`config.mk`:
```
export PLATFORM = sky130hd
export DESIGN_NAME = cgram_port_ctrl_flat
export DESIGN_NICKNAME = d
export VERILOG_FILES = /design/src/rtl/cgram_port_ctrl_if.sv /design/src/rtl/cgram_port_ctrl.sv /design/src/flat_wrapper.sv
export SDC_FILE = /design/constraint.sdc
export NUM_CORES = 1
export LEC_CHECK = 0
export CORE_ASPECT_RATIO = 1.2
export CORE_UTILIZATION = 40
export CTS_CLUSTER_SIZE = 30
export DETAILED_ROUTE_END_ITERATION = 12
export GPL_TIMING_DRIVEN = 0
export MAX_ROUTING_LAYER = met4
export PLACE_DENSITY = 0.79
export SLEW_MARGIN = 20
export SYNTH_ARGS = -nofsm -noshare
export SYNTH_HDL_FRONTEND = slang
export SYNTH_SLANG_ARGS = --single-unit
```
`constraint.sdc`:
```
create_clock -name clock -period 4.4 [get_ports clock]
set_input_delay 0.88 -clock clock [delete_from_list [all_inputs] [get_ports clock]]
set_output_delay 0.88 -clock clock [all_outputs]
set_load 0.02 [all_outputs]
```
`src/rtl/cgram_port_ctrl_if.sv`:
```
// CPU-side register bus for the palette CGRAM sequencer.
// The master drives the $2121/$2122/$213B strobes and write data.
// The slave returns the $213B read byte and the prefetch busy flag.
interface cgram_port_ctrl_if;
    logic       cpu_addr_wr;
    logic       cpu_data_wr;
    logic       cpu_data_rd;
    logic [7:0] cpu_din;
    logic       open_bus_b7;
    logic [7:0] cpu_dout;
    logic       busy;

    modport master (
        output cpu_addr_wr,
        output cpu_data_wr,
        output cpu_data_rd,
        output cpu_din,
        output open_bus_b7,
        input  cpu_dout,
        input  busy
    );

    modport slave (
        input  cpu_addr_wr,
        input  cpu_data_wr,
        input  cpu_data_rd,
        input  cpu_din,
        input  open_bus_b7,
        output cpu_dout,
        output busy
    );
endinterface

```
`src/rtl/cgram_port_ctrl.sv`:
```
// CPU-side sequencer for the 256x15 palette CGRAM.
// Port A carries the $2122 write pairs and a read prefetch that keeps a word
// ready for $213B. Port B is a read-only passthrough for the renderer.
module cgram_port_ctrl #(
    parameter int RAM_LAT = 1
) (
    input  logic                 clock,
    input  logic                 reset,
    cgram_port_ctrl_if.slave     cpu,
    output logic [7:0]           ram_addr_a,
    output logic [14:0]          ram_data_a,
    output logic                 ram_wren_a,
    input  logic [14:0]          ram_q_a,
    input  logic [7:0]           render_addr,
    output logic [14:0]          render_data,
    output logic [7:0]           ram_addr_b,
    output logic [14:0]          ram_data_b,
    output logic                 ram_wren_b,
    input  logic [14:0]          ram_q_b
);

    // Counter must hold RAM_LAT itself; RAM_LAT is at least 1.
    localparam int CW = (RAM_LAT < 2) ? 1 : $clog2(RAM_LAT + 1);

    typedef enum logic [1:0] {
        IDLE  = 2'd0,
        ISSUE = 2'd1,
        WAIT  = 2'd2
    } state_t;

    state_t         state;
    state_t         state_next;
    logic [CW-1:0]  wait_cnt;
    logic [CW-1:0]  wait_cnt_next;

    logic [7:0]     word_addr;
    logic           flip;
    logic [7:0]     lo_latch;
    logic [14:0]    rbuf;
    logic [7:0]     dout_q;
    logic [7:0]     wr_addr;

    logic           addr_wr_go;
    logic           data_wr_go;
    logic           data_rd_go;
    logic           restart;
    logic           capture;
    logic           busy_c;

    // Resolve coinciding strobes: $2121 beats $2122 beats $213B, losers vanish.
    always_comb begin
        addr_wr_go = cpu.cpu_addr_wr;
        data_wr_go = cpu.cpu_data_wr & ~cpu.cpu_addr_wr;
        data_rd_go = cpu.cpu_data_rd & ~cpu.cpu_addr_wr & ~cpu.cpu_data_wr;
        restart    = addr_wr_go | ((data_wr_go | data_rd_go) & flip);
    end

    // Prefetch state register; reset starts a fetch of word 0.
    always_ff @(posedge clock) begin
        if (reset) begin
            state    <= ISSUE;
            wait_cnt <= '0;
        end else begin
            state    <= state_next;
            wait_cnt <= wait_cnt_next;
        end
    end

    // Next state: a write cycle holds the FSM in ISSUE so it re-issues afterwards.
    always_comb begin
        state_next    = state;
        wait_cnt_next = wait_cnt;
        if (restart) begin
            state_next = ISSUE;
        end else if (ram_wren_a && state != IDLE) begin
            state_next = ISSUE;
        end else begin
            case (state)
                ISSUE: begin
                    state_next    = WAIT;
                    wait_cnt_next = CW'(RAM_LAT);
                end
                WAIT: begin
                    if (wait_cnt == CW'(1)) begin
                        state_next = IDLE;
                    end else begin
                        wait_cnt_next = wait_cnt - CW'(1);
                    end
                end
                default: state_next = IDLE;
            endcase
        end
    end

    // FSM outputs: busy flag, capture strobe and the port A address mux.
    always_comb begin
        busy_c     = (state != IDLE);
        capture    = (state == WAIT) && (wait_cnt == CW'(1)) && !restart && !ram_wren_a;
        ram_addr_a = ram_wren_a ? wr_addr : word_addr;
    end

    // CPU register datapath: address, flip flag, latches, read buffer and write issue.
    always_ff @(posedge clock) begin
        if (reset) begin
            word_addr  <= 8'h00;
            flip       <= 1'b0;
            lo_latch   <= 8'h00;
            rbuf       <= 15'h0000;
            dout_q     <= 8'h00;
            ram_wren_a <= 1'b0;
            wr_addr    <= 8'h00;
            ram_data_a <= 15'h0000;
        end else begin
            ram_wren_a <= 1'b0;
            if (capture) begin
                rbuf <= ram_q_a;
            end
            if (addr_wr_go) begin
                word_addr <= cpu.cpu_din;
                flip      <= 1'b0;
            end else if (data_wr_go) begin
                if (!flip) begin
                    lo_latch <= cpu.cpu_din;
                    flip     <= 1'b1;
                end else begin
                    ram_wren_a <= 1'b1;
                    wr_addr    <= word_addr;
                    ram_data_a <= {cpu.cpu_din[6:0], lo_latch};
                    word_addr  <= word_addr + 8'd1;
                    flip       <= 1'b0;
                end
            end else if (data_rd_go) begin
                if (!flip) begin
                    dout_q <= rbuf[7:0];
                    flip   <= 1'b1;
                end else begin
                    dout_q    <= {cpu.open_bus_b7, rbuf[14:8]};
                    word_addr <= word_addr + 8'd1;
                    flip      <= 1'b0;
                end
            end
        end
    end

    // Bus outputs and the renderer passthrough; port B is never written.
    always_comb begin
        cpu.cpu_dout = dout_q;
        cpu.busy     = busy_c;
        render_data  = ram_q_b;
        ram_addr_b   = render_addr;
        ram_data_b   = 15'h0000;
        ram_wren_b   = 1'b0;
    end

endmodule

```
`src/flat_wrapper.sv`:
```
// flat-port wrapper written by rule: the top's interface ports become plain ports
module cgram_port_ctrl_flat 
#(
    parameter int RAM_LAT = 1
)
  (clock, reset, ram_addr_a, ram_data_a, ram_wren_a, ram_q_a, render_addr, render_data, ram_addr_b, ram_data_b, ram_wren_b, ram_q_b, cpu_cpu_addr_wr, cpu_cpu_data_wr, cpu_cpu_data_rd, cpu_cpu_din, cpu_open_bus_b7, cpu_cpu_dout, cpu_busy);
  cgram_port_ctrl_if cpu_i ();
  input  logic clock;
  input  logic reset;
  output logic [7:0] ram_addr_a;
  output logic [14:0] ram_data_a;
  output logic ram_wren_a;
  input  logic [14:0] ram_q_a;
  input  logic [7:0] render_addr;
  output logic [14:0] render_data;
  output logic [7:0] ram_addr_b;
  output logic [14:0] ram_data_b;
  output logic ram_wren_b;
  input  logic [14:0] ram_q_b;
  input wire logic [$bits(cpu_i.cpu_addr_wr)-1:0] cpu_cpu_addr_wr;
  input wire logic [$bits(cpu_i.cpu_data_wr)-1:0] cpu_cpu_data_wr;
  input wire logic [$bits(cpu_i.cpu_data_rd)-1:0] cpu_cpu_data_rd;
  input wire logic [$bits(cpu_i.cpu_din)-1:0] cpu_cpu_din;
  input wire logic [$bits(cpu_i.open_bus_b7)-1:0] cpu_open_bus_b7;
  output wire logic [$bits(cpu_i.cpu_dout)-1:0] cpu_cpu_dout;
  output wire logic [$bits(cpu_i.busy)-1:0] cpu_busy;
  assign cpu_i.cpu_addr_wr = cpu_cpu_addr_wr;
  assign cpu_i.cpu_data_wr = cpu_cpu_data_wr;
  assign cpu_i.cpu_data_rd = cpu_cpu_data_rd;
  assign cpu_i.cpu_din = cpu_cpu_din;
  assign cpu_i.open_bus_b7 = cpu_open_bus_b7;
  assign cpu_cpu_dout = cpu_i.cpu_dout;
  assign cpu_busy = cpu_i.busy;
  cgram_port_ctrl #(.RAM_LAT(RAM_LAT)) u_core (.clock(clock), .reset(reset), .cpu(cpu_i), .ram_addr_a(ram_addr_a), .ram_data_a(ram_data_a), .ram_wren_a(ram_wren_a), .ram_q_a(ram_q_a), .render_addr(render_addr), .render_data(render_data), .ram_addr_b(ram_addr_b), .ram_data_b(ram_data_b), .ram_wren_b(ram_wren_b), .ram_q_b(ram_q_b));
endmodule
```
==> results of run 1 <==
[cell usage after synthesis, types with 4 or more instances]
| master | number | share of area |
|---|---|---|
| o21ai_0 | 17 | 0.028 |
| ha_1 | 4 | 0.016 |
| buf_4 | 39 | 0.095 |
| nor2_1 | 26 | 0.032 |
| mux2_2 | 8 | 0.029 |
| nand2_1 | 49 | 0.060 |
| a311oi_1 | 6 | 0.017 |
| inv_1 | 6 | 0.0073 |
| a211oi_1 | 10 | 0.024 |
| dfxtp_1 | 67 | 0.44 |
| a21oi_1 | 38 | 0.062 |
| buf_2 | 11 | 0.018 |
| clkbuf_1 | 14 | 0.017 |
| mux2i_1 | 17 | 0.055 |
| nand3_1 | 19 | 0.031 |
[registers in the layout (all words and copies together), names as in the netlist]
| register | cells |
|---|---|
| u_core.wr_addr | 8 |
| u_core.word_addr | 8 |
| u_core.wait_cnt | 1 |
| u_core.ram_data_a | 15 |
| u_core.lo_latch | 8 |
| u_core.rbuf | 15 |
| u_core.cpu.cpu_dout | 8 |
| u_core.state | 2 |
| u_core.ram_wren_a | 1 |
| u_core.flip | 1 |
[final timing paths]
path	slack (ns)	to	cells after the start
max	1.59	ram_addr_a[5]	3
min reg2reg	0.46	u_core.ram_data_a[6]$_SDFFE_PP0P_	2
max reg2reg	2.71	u_core.ram_data_a[0]$_SDFFE_PP0P_	5
min	0.46	u_core.ram_data_a[6]$_SDFFE_PP0P_	2
[cell type report]
type | instances | area, µm²
Buffer | 65 | 405
Clock buffer | 10 | 138
Clock inverter | 6 | 88.8
Fill cell | 691 | 3070
Inverter | 6 | 22.5
Multi-Input combinational cell | 236 | 1360
Sequential cell | 67 | 1340
Tap cell | 90 | 113
Timing Repair Buffer | 82 | 821
[worst min-delay path, stage by stage, from the launching register on]
cell     delay [ns]
dfxtp_1        0.31
nand2_1        0.05
a21oi_1        0.05
[power by group through the flow]
stage                     sequential, mW  combinational (mW)  clock, mW
after floorplan                    0.655               0.126          0
after global placement             0.653               0.217          0
after detailed placement           0.653               0.220          0
after CTS                          0.639               0.221      0.582
after global routing               0.642               0.237      0.610
final                              0.640               0.220      0.564
[routing by layer]
metal | track usage | wire length (µm)
met1 | 0.234 | 3110
met2 | 0.343 | 3960
met3 | 0.0607 | 450
met4 | 0.0499 | 68
met5 | - | 0
[cell families (layout without fill, tap and decap cells)]
logic type,count (synthesis),count (layout),share of synthesized area
DFF,67,67,0.437
adders and majority gates,4,4,0.0163
muxes,25,25,0.0847
other,1,16,0.00122
AOI/OAI and AO/OA,80,80,0.152
xor gates and xnor gates,2,2,0.00570
buffers and inverters,71,169,0.139
and+or+nand+nor,109,109,0.164
==> out/results.tsv, run 1 <==
metric	value	unit
status	complete, no violations	
leading cell type in the layout, fill and taps excluded	clkdlybuf4s50_1	
fin cells	562	
clock sink count	67	
worst vdd rail ir drop	0.235	mV
final instance area	0.00429	mm²
final hold viol count	0	
vias in the first global route	2654	
hold buffers post-CTS	0	
most frequent cells in the layout	clkdlybuf4s50_1 (82), dfxtp_1 (67), nand2_1 (49)	
Port Buffer Count	82	
Net Sw Frac	0.250	
Avg Cell Area, Syn	8.56	µm²
Max Clock Freq	0.356	GHz
DR DRC count	0	
Final GP Congestion	0.875	
crit path launch type	flip-flop	
Routed WL	7580	µm
Unique masters post-synth	39	
Vias	2755	
critical path required time	3.52	ns
nets	523	
CP max stage cell	clkdlybuf4s50_1	
site row count	34	
Post-synth EDFFs	0	
hold_ws	0.455	ns
Die H	98.0	µm
num ports	124	
WP buf/inv	2	
Die W	82.0	µm
Crit Path Category	reg -> out	
Iter 0 DRT Violations	79	
Power Density	332	mW/mm²
initial antenna violation count	0	
Initial Util	0.417	
worst-path maximum fanout	10	
Logic pwr share	0.155	
Root Driver	clkbuf_8	
clock network fraction of total power	0.396	
dpl cells	546	
Finished Core Util	0.583	
reported max-cap violation count	0	
CTS Buf Count	9	
Core ar.	0.00736	mm²
GRT overflow	0	
WP data arrival	1.93	ns
post-layout min period	2.81	ns
Cells after Synth	359	
Via density	4.90	
Post-DP Area	0.00406	mm²
cell area after synthesis	0.00307	mm²
Final Power	1.42	mW
crit end category	output pin	
Max-Slew Margin vs Limit	0.639	
Crit path max-delay family	buffers and inverters	
setup_tns	0	ns
clk_lat worst skew	0.33	ns
Slew Viols, Final	0	
switching power	356	µW
Yosys reg bits	67	
synth warn	0	
hold crit path type	reg -> reg	
diode count	0	
Int Power	1.07	mW
Worst Skew	0.00530	ns
Top FF cell, synth	dfxtp_1	
CTS clk-pin slew, worst paths	0.07	ns
post_cts resized	0	
Final Cycle Share	0.639	
origin of the worst min-delay path	u_core.lo_latch[6]$_SDFFE_PP0P_	
CTS tree	yes	
register area share after synthesis	0.437	
Reg-to-Reg Start	u_core.flip$_SDFFE_PP0N_	
CP cell instances	buf_2 -> mux2_2 -> clkdlybuf4s50_1	
share of layout cells above drive strength 1	0.169	
RSZ-0062 raised after global routing	false	
post-synthesis async set-or-reset flop share	0	
slew at the pin with the worst max-slew slack	0.542	ns
final setup fails	0	
synth-to-layout area growth	39.6	%
Critical Path Start	u_core.ram_wren_a$_SDFF_PP0_	
post-CTS setup buffer count	0	
first-pass GRT wire length	12200	µm
P_leak	1.62	nW
dpl hpwl	5750	µm
Tot GR Track Use	0.205	
Bufs on Longest Clock Path	2	
largest stage delay on the critical path	0.56	ns
pre-CTS setup slack	1.80	ns
Pre-Repair DR Iteration Count	4	
H-tree depth	3	
pin count of the biggest net entering global routing	13	
die footprint	0.00804	mm²
final worst-path setup slack	1.59	ns
sequential power share	0.449	
number of routed nets with antenna violations	0	
Routed WL per cell	13.5	µm
Note: power is estimated with default switching activity, not from simulation.
==> run 2, diff against run 1 <==
Settings changed: CORE_UTILIZATION 40 to 39, PLACE_DENSITY 0.79 to 0.8.
Clock period 4.4 ns to 2.5 ns, I/O delays scaled along.
==> run 2 against run 1 <==
Global-route usage decreased by 0.97 points; die area increased by 2.5%; first-iteration DRC count increased by 96%; worst setup slack got worse by 1.5 ns; final cell count increased by 0.36%; worst hold slack got worse by 0.0016 ns; non-clock buffer count unchanged; clock-buffer cell count decreased by 1; total power increased by 64%; sequential share of layout area increased by 0.35 points; combinational power increased by 76%; largest cell class unchanged.
==> out/results.tsv, run 2 (synthesized netlist as in run 1, its figures left out) <==
metric	value	unit
hold crit path type	reg -> reg	
largest stage delay on the critical path	0.54	ns
most frequent cells in the layout	clkdlybuf4s50_1 (82), dfxtp_1 (67), nand2_1 (49)	
crit path launch type	flip-flop	
clk_lat worst skew	0.35	ns
dpl hpwl	5710	µm
H-tree depth	3	
CP max stage cell	clkdlybuf4s50_1	
Power Density	550	mW/mm²
Hold Path Stages	2	
vias in the first global route	2698	
first-pass GRT wire length	12400	µm
critical path depth	3	
RSZ-0062 raised after global routing	false	
die footprint	0.00824	mm²
CTS tree	yes	
share of layout cells above drive strength 1	0.169	
r2r setup slk	0.81	ns
P_leak	1.60	nW
Final Cycle Share	0.957	
slew at the pin with the worst max-slew slack	0.520	ns
WP buf/inv	2	
Vias	2865	
Port Buffer Count	82	
fillers	695	
Die W	83.0	µm
hold buffers post-CTS	0	
Bufs on Longest Clock Path	2	
Core ar.	0.00766	mm²
WP data arrival	1.89	ns
GRT overflow	0	
Final Power	2.33	mW
Routed WL	7760	µm
crit end category	output pin	
Reg-to-Reg Start	u_core.flip$_SDFFE_PP0N_	
post-CTS setup buffer count	0	
worst vdd rail ir drop	0.309	mV
post-layout min period	2.39	ns
origin of the worst min-delay path	u_core.wr_addr[2]$_SDFFE_PP0P_	
diode count	0	
final setup fails	0	
status	complete, no violations	
leading cell type in the layout, fill and taps excluded	clkdlybuf4s50_1	
Worst Skew	0.00765	ns
pin count of the biggest net entering global routing	14	
R2R depth	5	
CTS clk-pin slew, worst paths	0.08	ns
Worst Hold End	u_core.wr_addr[2]$_SDFFE_PP0P_	
synth-to-layout area growth	38.0	%
number of routed nets with antenna violations	0	
post_cts resized	0	
DR DRC count	0	
final hold viol count	0	
RR Endpoint	u_core.wr_addr[5]$_SDFFE_PP0P_	
top flop regs	u_core.ram_data_a x15, u_core.rbuf x15	
site row count	35	
Routed WL per cell	13.8	µm
Crit Path Category	reg -> out	
Iter 0 DRT Violations	155	
Final GP Congestion	0.956	
Max Clock Freq	0.418	GHz
Pre-Repair DR Iteration Count	5	
setup_tns	0	ns
Slew Viols, Final	0	
Tot GR Track Use	0.195	
Die H	99.2	µm
worst-path maximum fanout	10	
CTS Buf Count	9	
Via density	5.08	
num ports	124	
Max-Slew Margin vs Limit	0.653	
initial antenna violation count	0	
nets	523	
Initial Util	0.401	
Crit path max-delay family	buffers and inverters	
clock sink count	67	
Root Driver	clkbuf_8	
reported max-cap violation count	0	
CP cell instances	buf_2 -> mux2_2 -> clkdlybuf4s50_1	
critical path required time	2.00	ns
run 2: cell types whose count changed in the layout (fill, tap and decap cells not counted), sizes merged:
cell | previous run | this run
inv | 6 | 7
bufinv | 2 | 0
clkinvlp | 2 | 1
clkbuf | 25 | 24
clkinv | 2 | 5
run 2: worst max path at each step:
| stage | start | to | slack [ns] |
|---|---|---|---|
| finish | u_core.ram_wren_a$_SDFF_PP0_ | ram_addr_a[4] | 0.11 |
| detailed placement | cpu_cpu_data_rd | u_core.rbuf[11]$_SDFFE_PP0P_ | 0.25 |
| CTS | u_core.ram_wren_a$_SDFF_PP0_ | ram_addr_a[5] | 0.08 |
| floorplan | cpu_cpu_data_wr | u_core.state[0]$_SDFFE_PP1P_ | 0.92 |
| global placement | cpu_cpu_data_rd | u_core.rbuf[12]$_SDFFE_PP0P_ | 0.31 |
| global route | u_core.ram_wren_a$_SDFF_PP0_ | ram_addr_a[5] | 0.03 |
run 2: area by class of cell:
cell class              count  area (µm²)  area share
inverters                   6        22.5     0.00531
repair buffers             82         821       0.194
multi-input cells         236        1360       0.320
flip-flops and latches     67        1340       0.316
clock buffers               9         124      0.0292
clock inverters             7        52.6      0.0124
plain buffers              65         405      0.0956
well taps                  92         115      0.0271
run 2: routing by layer:
metal	wire length, µm	vias to the layer above	track usage
met5	0	-	-
met4	125	0	0.0809
met3	578	15	0.0589
met2	3860	124	0.326
met1	3190	1331	0.217
li1	-	1395	-
run 2: worst reg2reg max path: stages, from the launching register on:
cell,delay [ns]
dfxtp_1,0.41
buf_2,0.32
nand3b_1,0.29
clkbuf_1,0.33
nand2_1,0.14
a21oi_1,0.07
run 2: per-stage QoR:
stage | cells | setup slack [ns] | utilization | cell area, µm² | hold slack (ns)
after floorplan | 374 | 0.918 | - | 3130 | 0.431
after global placement | 548 | 0.312 | 0.530 | 4060 | 0.438
after detailed placement | 548 | 0.251 | 0.530 | 4060 | 0.447
after CTS | 564 | 0.0836 | 0.553 | 4240 | 0.456
after global routing | 564 | 0.0277 | 0.553 | 4240 | 0.471
final | 564 | 0.107 | 0.553 | 4240 | 0.453
run 2: where the power goes:
group | internal (mW) | switching [mW] | leakage, nW
clock | 0.364 | 0.455 | 0.0896
combinational | 0.193 | 0.195 | 0.963
sequential | 1.10 | 0.0263 | 0.545
